===== src/rtl/fetch_unit.sv =====
// Instruction-fetch stage: owns the PC, issues one-outstanding imem requests and
// hands Instr/PC to decode. Optional misaligned-target trap: FETCH_MISALIGN_TRAP_EN.
module fetch_unit #(
    parameter int unsigned    XLEN     = 32,
    parameter logic [XLEN-1:0] RESET_PC = '0
) (
    input  logic            clk,
    input  logic            rst,
    output logic            imem_req_valid,
    input  logic            imem_req_ready,
    output logic [XLEN-1:0] imem_addr,
    input  logic            imem_rsp_valid,
    input  logic [XLEN-1:0] imem_rsp_data,
    output logic [XLEN-1:0] Instr,
    output logic [XLEN-1:0] PC,
    output logic [XLEN-1:0] PCPlus4,
    output logic            instr_valid,
    input  logic            instr_ready,
    input  logic [1:0]      PCSrc,
    input  logic [XLEN-1:0] PCTarget,
    input  logic [XLEN-1:0] ALUResult,
    output logic [XLEN-1:0] instr_count,
    output logic            fetch_fault
);

    typedef enum logic [2:0] {
        IDLE,
        REQ,
        WAIT,
        HOLD
`ifdef FETCH_MISALIGN_TRAP_EN
        , FAULT
`endif
    } state_e;

    state_e          state_q, state_d;
    logic [XLEN-1:0] pc_q, pc_d;
    logic [XLEN-1:0] instr_q, instr_d;
    logic [XLEN-1:0] count_q, count_d;
    logic            req_valid_q, req_valid_d;
    logic            instr_valid_q, instr_valid_d;
    logic [XLEN-1:0] pc_plus4;
    logic [XLEN-1:0] next_pc;

    assign pc_plus4 = pc_q + XLEN'(4);

    always_comb begin
        next_pc = pc_plus4;
        case (PCSrc)
            2'b01:   next_pc = PCTarget;
            2'b10:   next_pc = ALUResult & ~XLEN'(1);
            default: next_pc = pc_plus4;
        endcase
    end

`ifdef FETCH_MISALIGN_TRAP_EN
    logic fault_q, fault_d;
`endif

    always_comb begin
        state_d = state_q;
        pc_d    = pc_q;
        instr_d = instr_q;
        count_d = count_q;
`ifdef FETCH_MISALIGN_TRAP_EN
        fault_d = fault_q;
`endif
        case (state_q)
            IDLE: state_d = REQ;
            REQ:  if (imem_req_ready) state_d = WAIT;
            WAIT: begin
                if (imem_rsp_valid) begin
                    instr_d = imem_rsp_data;
                    state_d = HOLD;
                end
            end
            HOLD: begin
                if (instr_ready) begin
                    count_d = count_q + XLEN'(1);
`ifdef FETCH_MISALIGN_TRAP_EN
                    // Trap keeps the raw target in PC so the handler can see it.
                    if (next_pc[1]) begin
                        pc_d    = next_pc;
                        fault_d = 1'b1;
                        state_d = FAULT;
                    end else begin
                        pc_d    = next_pc & ~XLEN'(3);
                        state_d = REQ;
                    end
`else
                    pc_d    = next_pc & ~XLEN'(3);
                    state_d = REQ;
`endif
                end
            end
`ifdef FETCH_MISALIGN_TRAP_EN
            FAULT: state_d = FAULT;
`endif
            default: state_d = IDLE;
        endcase
        req_valid_d   = (state_d == REQ);
        instr_valid_d = (state_d == HOLD);
    end

    always_ff @(posedge clk) begin
        if (rst) begin
            state_q       <= IDLE;
            pc_q          <= RESET_PC;
            instr_q       <= '0;
            count_q       <= '0;
            req_valid_q   <= 1'b0;
            instr_valid_q <= 1'b0;
`ifdef FETCH_MISALIGN_TRAP_EN
            fault_q       <= 1'b0;
`endif
        end else begin
            state_q       <= state_d;
            pc_q          <= pc_d;
            instr_q       <= instr_d;
            count_q       <= count_d;
            req_valid_q   <= req_valid_d;
            instr_valid_q <= instr_valid_d;
`ifdef FETCH_MISALIGN_TRAP_EN
            fault_q       <= fault_d;
`endif
        end
    end

    assign imem_req_valid = req_valid_q;
    assign imem_addr      = pc_q;
    assign Instr          = instr_q;
    assign PC             = pc_q;
    assign PCPlus4        = pc_plus4;
    assign instr_valid    = instr_valid_q;
    assign instr_count    = count_q;
`ifdef FETCH_MISALIGN_TRAP_EN
    assign fetch_fault    = fault_q;
`else
    assign fetch_fault    = 1'b0;
`endif

endmodule


===== config.mk =====
export PLATFORM = sky130hd
export DESIGN_NAME = fetch_unit
export DESIGN_NICKNAME = d
export VERILOG_FILES = /design/src/rtl/fetch_unit.sv
export SDC_FILE = /design/constraint.sdc
export NUM_CORES = 1
export LEC_CHECK = 0
export ABC_AREA = 0
export BUFFER_PORTS_ARGS = -buffer_cell sky130_fd_sc_hd__buf_2
export CAP_MARGIN = 20
export CORE_MARGIN = 2
export CORE_UTILIZATION = 47
export DETAILED_ROUTE_END_ITERATION = 10
export PLACE_DENSITY = 0.86
export SLEW_MARGIN = 20
export SYNTH_ARGS = -nofsm -noshare
export SYNTH_HDL_FRONTEND = slang
export SYNTH_SLANG_ARGS = --single-unit

===== constraint.sdc =====
create_clock -name clk -period 2.5 [get_ports clk]
set_input_delay 0.375 -clock clk [delete_from_list [all_inputs] [get_ports clk]]
set_output_delay 0.375 -clock clk [all_outputs]
set_load 0.01 [all_outputs]

* Word-level counts from Yosys, hierarchy flattened
Index checks and enable logic that the tools add are counted.
** Operators by class
- Add/sub/neg operators :: 2
- Eq/ne operators :: 7
- Reductions and logical operators :: 3
- Multiplexer cells :: 5
** Operators with widths (number)
- $pmux W32 S2 :: 1
- $add A32 B1 Y32 const B :: 1
- $add A32 B3 Y32 const B :: 1
- $pmux W3 S4 :: 1
- $eq A3 B2 Y1 const B :: 3
- $mux W3 :: 3
- $eq A3 B1 Y1 const B :: 2
- $reduce_and A2 Y1 :: 2
- $logic_not A3 Y1 :: 1
- $eq A2 B1 Y1 const B :: 1
- $eq A2 B2 Y1 const B :: 1
** Storage, ports and cells
- Bits in registers :: 99
- Logic and storage cells :: 23
- Output and inout bits :: 163
- Bits of input ports :: 103

* Longest topological paths before layout
- Depth after elaboration :: 3
- Gate-level depth with buffers :: 8
- Gate-level depth less buffers :: 7

* Least setup slack after synthesis
No wires, ideal clock.
- Path kind :: reg2out
- Start point :: reg pc_q[9] (netlist: PC[9])
- End point :: out PCPlus4[31]
- Path slack :: 0.338 ns
- Path buffers :: 1
- Data arrival time :: 1.787 ns
- Cell stages (with the launch flop) :: 6
- Data required time :: 2.125 ns
- Cells stage by stage :: dfxtp_1 -> buf_2 -> and4_2 -> nand4_4 -> or4_4 -> xnor2_1
** Between the ends
- Longest elaborated chain between the ends :: 1
** RTL lines
- from (decl) :: RTL line 37 : logic [XLEN-1:0] pc_q, pc_d;
- from (signal assigned) :: RTL line 118 : pc_q <= pc_d;
- $add A32 B3 Y32 :: RTL line 45 : assign pc_plus4 = pc_q + XLEN'(4);
- to (decl) :: RTL line 16 : output logic [XLEN-1:0] PCPlus4,
Every way passes these cells.

* Final worst setup path
- Start point :: reg pc_q[17] (netlist: PC[17])
- End point :: out PCPlus4[31]
Same word-level chain as after synthesis.

==> results.txt <==
Residual DRC -> 0
CP max FO -> 7
Total Routing Usage GR -> 0.251
Synth cell types -> 51
DRT iter0 DRCs -> 493
Chip Width -> 113 um
Slew @ Worst Pin -> 0.549 ns
Period minus WS final -> 2.42 ns
Post-synth EDFFs -> 0
Crit end category -> output pin
Register area share after synthesis -> 0.356
Gr ovfl total -> 0
Vias in the first global route -> 5211
Mean Syn Cell Area -> 7.69 um^2
GPL Wtd Cong -> 0.833
Syn Inst Count -> 723
Hold wc startpoint -> imem_rsp_data[22]
Fraction of layout cells with a size suffix above 1 -> 0.364
Non-filler cells, final -> 1086
Total Power -> 3.18 mW
Top FF cell, synth -> dfxtp_1
Rows -> 39
Peak Freq -> 0.413 GHz
Die ar. -> 12700 um^2
Dpl hpwl -> 12100 um
Type of origin of the critical path -> flop
H-Tree Depth -> 3
Antenna cells -> 0
Placed Cells -> 1070
Yosys top cell area share -> 0.356
Reg2reg end -> PC[28]$_SDFFE_PP0P_
Via density -> 5.50
Vias after detailed routing -> 5975
Synth area leaders -> dfxtp_1 36%, nand2_1 7.0%, xnor2_1 6.3%
CP delay by family, top -> simple AND/OR/NAND/NOR gates
Fin. Hold Viols -> 0
Area growth, synth to finish -> 29.2%
Setup TNS -> 0 ns
CP required -> 2.12 ns
Worst path depth -> 5
Worst hold path type -> in -> reg
DP Area -> 6820 um^2
Antenna violations before repair -> 0
CP bufs+invs -> 1
Root Buffer -> clkbuf_16
Post-cts hold buffer count -> 0
Routed Antenna Nets -> 0
Crit path kind -> reg -> out
Most frequent cell after synthesis -> nand2_1
Async set or reset register ratio after synthesis -> 0
DRT Pass-1 Iters -> 7
Maximum VDD drop -> 0.000371 V
CTS tree -> yes
#FFs+latches synth -> 99
Worst path slowest cell -> or4_4
Clock Skew -> 0.00891 ns
Slew headroom -> 0.633
PortBufs -> 254
Status -> complete, no violations
Reg2reg start -> PC[11]$_SDFFE_PP0P_
CORE AREA -> 11500 um^2
Finished layout cell area -> 7190 um^2
Maximum clock insertion buffer count -> 2
Max-cap viol count -> 0
Die H -> 113 um
Dominant cell type by area after synthesis -> dfxtp_1
Total CTS buffers -> 9
Largest net degree at the start of global routing -> 59
I/O pin total -> 266
PD cells -> 442 nW/um^2
Commonest cells in the netlist -> 104 x nand2_1, 99 x dfxtp_1, 58 x a21oi_1
R2R Setup Slk -> 0.42 ns
P_leak -> 3.20 nW
R2R cell count -> 6
Later-pin clock latency in the skew report -> 0.34 ns
Nets@finish -> 1045
WHS Endpoint -> Instr[22]$_SDFFE_PP0P_
Initial Util -> 0.485
Delay of the slowest critical-path stage -> 0.60 ns
WHS Path Cells -> 3
Arr. time, crit path -> 2.05 ns
Max Slew Vio Count -> 0
Final period utilization -> 0.970
Global-route wire length before repair -> 26500 um
Mapped cell area -> 5560 um^2
Total wire length -> 16700 um
CTS sink cnt -> 99
Final setup vio count -> 0
Worst-path clk slew -> 0.07 ns
CP cell instances -> and4_2, nand4_4, or4_4, xnor2_1, buf_2
Ys Warns -> 0
Routed WL per cell -> 15.4 um
## power breakdown
group	switching [mW]	leakage [nW]	internal [mW]
clock	0.646	0.139	0.693
sequential	0.00581	0.805	1.58
combinational	0.149	2.25	0.108
## cells by family after synthesis
| kind of cell | synth area share |
|---|---|
| compound gates | 0.165 |
| buf+inv | 0.100 |
| xor+xnor | 0.0866 |
| simple gates | 0.276 |
| fa+ha+maj | 0.00900 |
| flops | 0.356 |
| mux | 0.00607 |
| other cells | 0.000674 |
## per-layer routing
metal  vias to the layer above  wire [um]  track usage
met5                         -          0            0
met4                         0        306       0.0780
met3                        28       1290       0.0557
met2                       262       8130        0.421
met1                      2769       7000        0.324
li1                       2916          -            -
## state kept, by name (all words and copies together) (netlist names)
name,count
Instr,32
instr_count,32
PC,30
state_q,3
imem_req_valid,1
instr_valid,1
## per-stage QoR
stage / worst slack, ns / hold slack [ns] / util
after CTS: 0.00848 / 0.252 / 0.622
after global placement: 0.282 / 0.439 / 0.594
after detailed placement: 0.221 / 0.445 / 0.594
after global routing: -0.00331 / 0.267 / 0.627
after floorplan: 0.338 / 0.444 / -
final: 0.0760 / 0.267 / 0.627
## placed cells by master, fill, tap and decap left out, drive strengths merged, types with 8 or more instances in the layout
cell type and instances:
o21ai 12, clkbuf 9, nor3 37, nor2 56
or3 9, xnor2 40, nand4 15, inv 21
and3 8, nand2 104, nand3 23, a21oi 58
xor2 15, o22ai 8, a22oi 36, nor4 14
conb 8, a31oi 11, and4 11, dfxtp 99
buf 288
## how the worst max path moves through the flow
stage                             start           to  slack, ns
detailed placement   PC[6]$_SDFFE_PP0P_  PCPlus4[17]       0.22
global route         PC[3]$_SDFFE_PP0P_  PCPlus4[24]     -0.003
finish              PC[17]$_SDFFE_PP0P_  PCPlus4[31]       0.08
CTS                 PC[26]$_SDFFE_PP0P_  PCPlus4[29]      0.008
floorplan            PC[9]$_SDFFE_PP0P_  PCPlus4[31]       0.34
global placement     PC[2]$_SDFFE_PP0P_  PCPlus4[30]       0.28
## worst reg2reg max path, delay by kind of cell, from the launching register on
kind	cells	cell delay (ns)
flip-flops	1	0.34
AND/OR/NAND/NOR	4	1.34
buffers and inverters	1	0.16
AO/OA/AOI/OAI	1	0.16
## timing repair
action | CTS | global route
setup endpoints to repair | 12 | 11
resized for setup | 15 | 18
setup buffers | 0 | 0
hold endpoints to repair | 0 | 0
## final cells by class
| cell class | count | area [um^2] |
|---|---|---|
| inverter | 17 | 63.8 |
| timing repair buffer | 288 | 1540 |
| clock buffer | 9 | 225 |
| sequential | 99 | 2010 |
| multi-input combinational | 523 | 3110 |
| clock inverter | 7 | 58.8 |
| fill | 1044 | 4280 |
| tap | 143 | 179 |
(Power assumes the default switching activity.)
